`src/rtl/addsub_pkg.sv`:
```
// Shared types and helpers for the serial adder/subtractor.
package addsub_pkg;

    typedef enum logic [1:0] {
        IDLE = 2'd0,
        RUN  = 2'd1,
        DONE = 2'd2
    } state_e;

    // Chunk counter width; never narrower than one bit, even for a single chunk.
    function automatic int cnt_width(input int nch);
        return (nch <= 1) ? 1 : $clog2(nch);
    endfunction

endpackage

```
`src/rtl/serial_addsub_chunk_adder.sv`:
```
// Combinational CHUNK-bit ripple adder built from full-adder cells.
module chunk_adder #(
    parameter int CHUNK = 4
) (
    input  logic [CHUNK-1:0] a,
    input  logic [CHUNK-1:0] b,
    input  logic             cin,
    output logic [CHUNK-1:0] s,
    output logic             cout,
    output logic             c_msb
);

    logic [CHUNK:0] c;

    assign c[0] = cin;

    for (genvar i = 0; i < CHUNK; i++) begin : g_fa
        assign s[i]   = a[i] ^ b[i] ^ c[i];
        assign c[i+1] = (a[i] & b[i]) | (c[i] & (a[i] ^ b[i]));
    end

    assign cout  = c[CHUNK];
    // Carry into the top bit; combined with cout it gives signed overflow.
    assign c_msb = c[CHUNK-1];

endmodule

```
`src/rtl/serial_addsub.sv`:
```
// Multi-cycle adder/subtractor: CHUNK bits per clock through a registered carry.
// Handshake: a transfer happens on a rising edge where valid and ready are both high.
module serial_addsub
    import addsub_pkg::*;
#(
    parameter int WIDTH = 16,
    parameter int CHUNK = 4
) (
    input  logic             clk,
    input  logic             rst_n,
    input  logic             in_valid,
    output logic             in_ready,
    input  logic [WIDTH-1:0] a,
    input  logic [WIDTH-1:0] b,
    input  logic             cin,
    input  logic             sub,
    output logic             out_valid,
    input  logic             out_ready,
    output logic [WIDTH-1:0] sum,
    output logic             cout,
    output logic             ovf,
    output state_e           dbg_state
);

    localparam int NCH = WIDTH / CHUNK;
    localparam int CW  = cnt_width(NCH);

    if (WIDTH % CHUNK != 0) begin : g_bad_chunk
        $error("serial_addsub: WIDTH must be a multiple of CHUNK");
    end

    state_e           state_q, state_d;
    logic [CW-1:0]    cnt_q;
    logic             carry_q;
    logic [WIDTH-1:0] a_q, b_q, acc_q, acc_next;
    logic [CHUNK-1:0] a_ch, b_ch, ch_s;
    logic             ch_cout, ch_cmsb;
    logic             last;

    assign a_ch = a_q[int'(cnt_q)*CHUNK +: CHUNK];
    assign b_ch = b_q[int'(cnt_q)*CHUNK +: CHUNK];
    assign last = (cnt_q == CW'(NCH - 1));

    chunk_adder #(.CHUNK(CHUNK)) u_chunk (
        .a     (a_ch),
        .b     (b_ch),
        .cin   (carry_q),
        .s     (ch_s),
        .cout  (ch_cout),
        .c_msb (ch_cmsb)
    );

    always_comb begin
        acc_next = acc_q;
        acc_next[int'(cnt_q)*CHUNK +: CHUNK] = ch_s;
    end

    always_ff @(posedge clk or negedge rst_n) begin
        if (!rst_n) state_q <= IDLE;
        else        state_q <= state_d;
    end

    always_comb begin
        state_d = state_q;
        case (state_q)
            IDLE:    if (in_valid)  state_d = RUN;
            RUN:     if (last)      state_d = DONE;
            DONE:    if (out_ready) state_d = IDLE;
            default: state_d = IDLE;
        endcase
    end

    always_ff @(posedge clk or negedge rst_n) begin
        if (!rst_n) begin
            cnt_q   <= '0;
            carry_q <= 1'b0;
            a_q     <= '0;
            b_q     <= '0;
            acc_q   <= '0;
            sum     <= '0;
            cout    <= 1'b0;
            ovf     <= 1'b0;
        end else begin
            case (state_q)
                IDLE: if (in_valid) begin
                    // Subtraction is a + ~b + 1; the caller's cin is dropped.
                    a_q     <= a;
                    b_q     <= sub ? ~b : b;
                    carry_q <= sub ? 1'b1 : cin;
                    cnt_q   <= '0;
                end
                RUN: begin
                    acc_q   <= acc_next;
                    carry_q <= ch_cout;
                    cnt_q   <= cnt_q + CW'(1);
                    if (last) begin
                        sum  <= acc_next;
                        cout <= ch_cout;
                        ovf  <= ch_cmsb ^ ch_cout;
                    end
                end
                default: ;
            endcase
        end
    end

    assign in_ready  = (state_q == IDLE);
    assign out_valid = (state_q == DONE);
    assign dbg_state = state_q;

endmodule

```
`config.mk`:
```
export PLATFORM = sky130hd
export DESIGN_NAME = serial_addsub
export DESIGN_NICKNAME = d
export VERILOG_FILES = /design/src/rtl/addsub_pkg.sv /design/src/rtl/serial_addsub_chunk_adder.sv /design/src/rtl/serial_addsub.sv
export SDC_FILE = /design/constraint.sdc
export NUM_CORES = 1
export LEC_CHECK = 0
export CAP_MARGIN = 20
export CORE_ASPECT_RATIO = 0.5
export CORE_MARGIN = 1.5
export CORE_UTILIZATION = 53
export CTS_CLUSTER_DIAMETER = 80
export DETAILED_ROUTE_END_ITERATION = 8
export PLACE_DENSITY = 0.79
export SKIP_CTS_REPAIR_TIMING = 1
export SLEW_MARGIN = 20
export SYNTH_ARGS = -nofsm -noshare
export SYNTH_HDL_FRONTEND = slang
export SYNTH_SLANG_ARGS = --single-unit
```
`constraint.sdc`:
```
create_clock -name clk -period 3.89 [get_ports clk]
set_input_delay 0.778 -clock clk [delete_from_list [all_inputs] [get_ports clk]]
set_output_delay 0.778 -clock clk [all_outputs]
set_load 0.03 [all_outputs]
```
==> metrics.txt, run 1 <==
clock root buffer=clkbuf_16; RSZ-0062 raised after global routing=no; Synth Area in Compound Gates=11.7%; CP Class=flop to flop; Post-route DRC=0; Post-synth top cells=dfrtp_1, nor2_1, a21oi_1; Worst setup SP type=flop; detailed placer's ending HPWL=approximately 5 mm; reg2reg end=sum[15]; # Max-Cap Violations=0; DRT antenna net count=0; crit-path max FO=10; syn nets=341; Seq cells post-synth=71; Post-synth EDFFs=0; Net Switching=1.78 mW; fin nets=between 300 and 400; Fin. Hold Viols=0; cell with the most instances after synthesis=dfrtp_1; internal power=2.64 mW; Most used DFF post-synth=dfrtp_1; top cells by area, synth=dfrtp_1, mux2_2, mux4_2; arrival time worst endpoint=3.50 ns; wire length on met3=312 um; xor/xnor cell area share of the yosys netlist=4.34%; vias in the first global route=2433; Avg Vias per Cell=5.39; vias after detailed routing=2384; Max Buffers Root-to-Sink=2; core area=6160 sq um; Final Wtd Congestion=0.802; met2 wire length=3.51 mm; First-pass DRT Iterations=4; H-tree depth=3; worst endpoint required time=4.15 ns; Async S/R FF share, synth=100%; mux cell area share after synthesis=11.2%; Clock Pin Slew Worst Setup and Hold Paths=0.06 ns; largest family of logic cells by synthesized area=simple AND/OR/NAND/NOR gates; cell mode on critical path=fa_1; first-pass GRT wire length=12.0 mm; CTS sink count=71; final setup vio count=0; Worst R2R Start=cnt_q[0]; n_diodes=0; CTS tree=done; Mapped Cells=approximately 290; Fmax=between 0.3 and 0.4 GHz; Synth top area share=51.8%; total power=4.43 mW; fin area=4360 sq um; Max Used Layer=met4; LEAKAGE=1.83 nW; Final Core Density=70.9%; Ports=60; Hold Slack=0.367 ns; simple-gate share of the synthesized area=11.7%; final wirelength=7.14 mm; Clk network pwr share=between 15 and 20%; worst r2r path cells=9; CP cell instances=buf_4 -> mux4_2 -> fa_1 -> inv_1 -> fa_1 -> inv_1 -> fa_1 -> a21oi_1 -> a21oi_1; Area after DPL=4060 sq um; clock latency on the worst-skew pair=around 0.34 ns; R2R setup slack=0.65 ns; Worst-Margin Slew=1.02 ns; sequential power share=29.7%; Layout Area Growth over Synthesis=27.1%; CP max-delay cell=fa_1; CP endpoint kind=flop; synth unique cells=31; status=finished, final reports clean; DR iter-0 viols=155; # rows=20; Max VDD drop=approximately 460 uV; synthesized area=3430 sq um; layout cells sized above 1=14.7%; All-Layer GR Usage=23.4%; synth warn=0; PD cells=about 1000 nW/um^2; Non-Filler Instances=442; metal1 wirelength=3.25 mm; final setup TNS=0 ns; fin. max-slew vios=0; Synth Area in Adders=approximately 4.5%; post-synthesis sequential area ratio=51.8%; Die H=59.9 um; Initial Util=a little under three fifths; min Tclk post-route=3.24 ns; Wirelength per Cell=approximately 16 um; fin crit share=83.3%; worst min path class=input pin to asynchronous set/reset pin; die area=7000 sq um; largest net degree at the start of global routing=34; cell taking the most area after synthesis=dfrtp_1; Rel. slew slack=32.1%; logic gate share of total power=between 50% and 60%; GRT overflow=0; Largest stage delay, worst path=0.71 ns; pre-CTS setup slack=0.680 ns; Inserted Clock Buffers=9; placed cell count=427; count of input and output buffers=59; worst setup margin=0.651 ns; initial antenna violation count=0; syn avg cell area=11.7 sq um; Worst Skew=just over 0.007 ns; Switching Share=around two fifths; die width=117 um
power groups by stage:
stage	logic (mW)	clock network (mW)	registers (mW)
floorplan	1.42	0	1.45
global placement	2.20	0	1.31
detailed placement	2.27	0	1.33
CTS	2.29	0.835	1.32
global route	2.49	0.864	1.36
finish	2.29	0.820	1.32
state kept, by name (all words and copies together) (netlist names):
register / cells
a_q: 16
acc_q: 16
b_q: 16
carry_q: 1
cnt_q: 2
cout: 1
dbg_state: 2
ovf: 1
sum: 16
logic make-up after synthesis:
logic type               count (synthesis)
buffers and inverters                   32
AND/OR/NAND/NOR                         75
AO/OA/AOI/OAI                           62
XOR/XNOR                                17
multiplexers                            26
flip-flops                              71
adder cells (fa/ha/maj)                 10
worst max-delay path by stage:
stage / start / end / depth (start not counted)
global route: cnt_q[0] / sum[11] / 11
global placement: cnt_q[0] / sum[15] / 9
detailed placement: cnt_q[0] / sum[7] / 9
finish: cnt_q[0] / sum[15] / 9
floorplan: cnt_q[0] / sum[11] / 13
CTS: cnt_q[0] / sum[15] / 9
cells in the final DEF, fill, tap and decap left out:
cell | netlist | layout
nand2b_1 | 17 | 17
nor3b_4 | 1 | 1
a32o_1 | 8 | 8
dfrtp_1 | 71 | 71
xnor2_1 | 17 | 17
clkinv_2 | 0 | 3
a31oi_1 | 8 | 8
clkbuf_16 | 0 | 9
ha_1 | 6 | 6
inv_1 | 11 | 11
or3_1 | 1 | 1
mux4_2 | 8 | 8
a21o_1 | 1 | 1
o21ai_0 | 2 | 2
o31ai_1 | 1 | 1
bufinv_16 | 0 | 1
nor2b_1 | 10 | 10
mux2_2 | 18 | 18
clkbuf_8 | 0 | 2
nand2_1 | 6 | 6
fa_1 | 4 | 4
nor2_1 | 35 | 35
buf_4 | 6 | 8
buf_2 | 6 | 1
clkdlybuf4s50_1 | 0 | 58
a21oi_1 | 32 | 32
a22o_1 | 8 | 8
nor4bb_1 | 1 | 1
and4bb_2 | 1 | 1
o21bai_1 | 1 | 1
o311ai_0 | 1 | 1
and4b_1 | 1 | 1
and4bb_1 | 1 | 1
and3b_1 | 1 | 1
final cells by class:
class | instances | area (sq um)
fill | 481 | 1790
inverter | 11 | 41.3
sequential | 71 | 1780
clock inverter | 4 | 45.0
clock buffer | 11 | 253
timing repair buffer | 67 | 646
multi-input combinational | 190 | 1490
tap | 88 | 110
routing by layer:
metal	track usage, %	vias up
li1	-	1132
met1	31.0	1191
met2	37.5	54
met3	6.29	7
met4	8.95	0
met5	0	-
worst max-delay path: cells and delay by family (launching register included):
kind	cells	cell delay, ns
fa+ha+maj	3	1.34
flops	1	0.58
buf+inv	3	0.41
mux	1	0.55
compound gates	2	0.28
(Power assumes the default switching activity.)
==> run 2: changes to the inputs <==
==> constraint.sdc (replaced) <==
create_clock -name clk -period 3.3 [get_ports clk]
set_input_delay 0.66 -clock clk [delete_from_list [all_inputs] [get_ports clk]]
set_output_delay 0.66 -clock clk [all_outputs]
set_load 0.03 [all_outputs]
==> run 2 against run 1 <==
Hold slack better by 0.12 ns. Clock skew is 0.0023 ns lower. Routed wire length is 1.8% lower. Count of clock-buffer cells in the layout is 2 lower. Critical path depth stayed put. Flip-flop and latch count stayed put. Utilization is 0.69 points higher. Critical path type unchanged.
==> metrics.txt, run 2 (same netlist as run 1, synthesis figures left out) <==
status=finished, final reports clean; fin nets=397; R2R setup slack=about 0.23 ns; core area=6160 sq um; most frequent cells in the layout=dfrtp_1, clkdlybuf4s50_1, nor2_1; PD cells=approximately 1200 nW/um^2; H-tree depth=3; final setup vio count=0; Layout Area Growth over Synthesis=28.3%; Inserted Clock Buffers=9; GRT overflow=0; Max Buffers Root-to-Sink=2; die area=7000 sq um; worst min path class=flop to flop; detailed placer's ending HPWL=about 4.7 mm; fin crit share=around 93%; crit-path max FO=14; CTS sink count=71; Rel. slew slack=40.6%; fin. max-slew vios=0; Final Core Density=71.5%; DR iter-0 viols=133; final setup TNS=0 ns; count of input and output buffers=59; # rows=20; Avg Vias per Cell=around 5.3; Fmax=0.326 GHz; worst setup margin=around 0.23 ns; layout cells sized above 1=15.0%; most common cell after layout, fill and taps aside=dfrtp_1; first-pass GRT wire length=11.4 mm; Ports=60; Final Wtd Congestion=0.800; Post-route DRC=0; Worst Skew=0.00492 ns; placed cell count=426; Wirelength per Cell=around 16 um; final wirelength=approximately 7 mm; CP Class=flop to flop; worst endpoint required time=3.56 ns; Worst R2R Start=cnt_q[0]; Die H=59.9 um; die width=117 um; vias in the first global route=2307; Fin. Hold Viols=0; n_diodes=0; Clock Pin Slew Worst Setup and Hold Paths=0.06 ns; All-Layer GR Usage=around 22%; # Max-Cap Violations=0; largest net degree at the start of global routing=72; pre-CTS setup slack=0.172 ns; total power=5.39 mW; min Tclk post-route=3.07 ns; HP Start=acc_q[15]; RSZ-0062 raised after global routing=no; clock latency on the worst-skew pair=0.33 ns; CTS tree=done; arrival time worst endpoint=3.33 ns; Non-Filler Instances=442; Initial Util=between 50% and 60%; Max VDD drop=576 uV; crit path from=cnt_q[0]; LEAKAGE=1.83 nW; clock root buffer=clkbuf_16; Worst-Margin Slew=0.888 ns; initial antenna violation count=0; Worst setup SP type=flop; CP endpoint kind=flop; vias after detailed routing=approximately 2400; First-pass DRT Iterations=4; DRT antenna net count=0
-- run 2: area by class of cell --
class / count / area, sq um
repair buffers: 66 / 638
flip-flops and latches: 71 / 1780
clock buffers: 9 / 225
multi-input cells: 190 / 1490
clock inverters: 7 / 120
well taps: 88 / 110
inverters: 11 / 41.3
fillers: 448 / 1750
-- run 2: per-stage QoR --
| step | cell area, sq um | hold slack [ns] |
|---|---|---|
| final | 4400 | 0.484 |
| after global routing | 4400 | 0.506 |
| after CTS | 4400 | 0.486 |
| after detailed placement | 4060 | 0.473 |
| after global placement | 4060 | 0.467 |
| after floorplan | 3430 | 0.364 |
-- run 2: path summary, 6_finish.rpt --
kind	end	depth (start not counted)
hold / removal	acc_q[15]	1
setup reg to reg	sum[7]	9
setup / recovery	sum[7]	9
hold reg to reg	acc_q[15]	1
max in group asynchronous	sum[1]	2
min in group asynchronous	a_q[8]	2
-- run 2: power breakdown --
group          internal [mW]  switching, mW  leakage [nW]  total, mW
sequential              1.28          0.244         0.854       1.52
clock                  0.740          0.375         0.166       1.12
combinational           1.24           1.51         0.814       2.75
total                   3.26           2.13          1.83       5.39
-- run 2: worst max-delay path, stage by stage, from the launching register on --
cell     delay (ns)
dfrtp_1        0.44
buf_4          0.28
mux4_2         0.57
fa_1           0.42
inv_1          0.09
fa_1           0.22
inv_1          0.07
fa_2           0.65
a21oi_1        0.10
a21oi_1        0.16
-- run 2: routing by layer --
layer	GRT usage (%)	vias to the layer above	share of wire, %
met5	0	-	0
met4	10.2	0	1.4
met3	6.39	9	4.2
met2	34.5	55	48
met1	30.2	1157	46
li1	-	1130	-
==> run 3: changes to the inputs <==
--- a/config.mk
+++ b/config.mk
@@ -5,7 +5,6 @@
 export SDC_FILE = /design/constraint.sdc
 export NUM_CORES = 1
 export LEC_CHECK = 0
-export CAP_MARGIN = 20
 export CORE_ASPECT_RATIO = 0.5
 export CORE_MARGIN = 1.5
 export CORE_UTILIZATION = 53
==> results of run 3 <==
The final DEF is identical to that of run 2; final timing and power are the same.
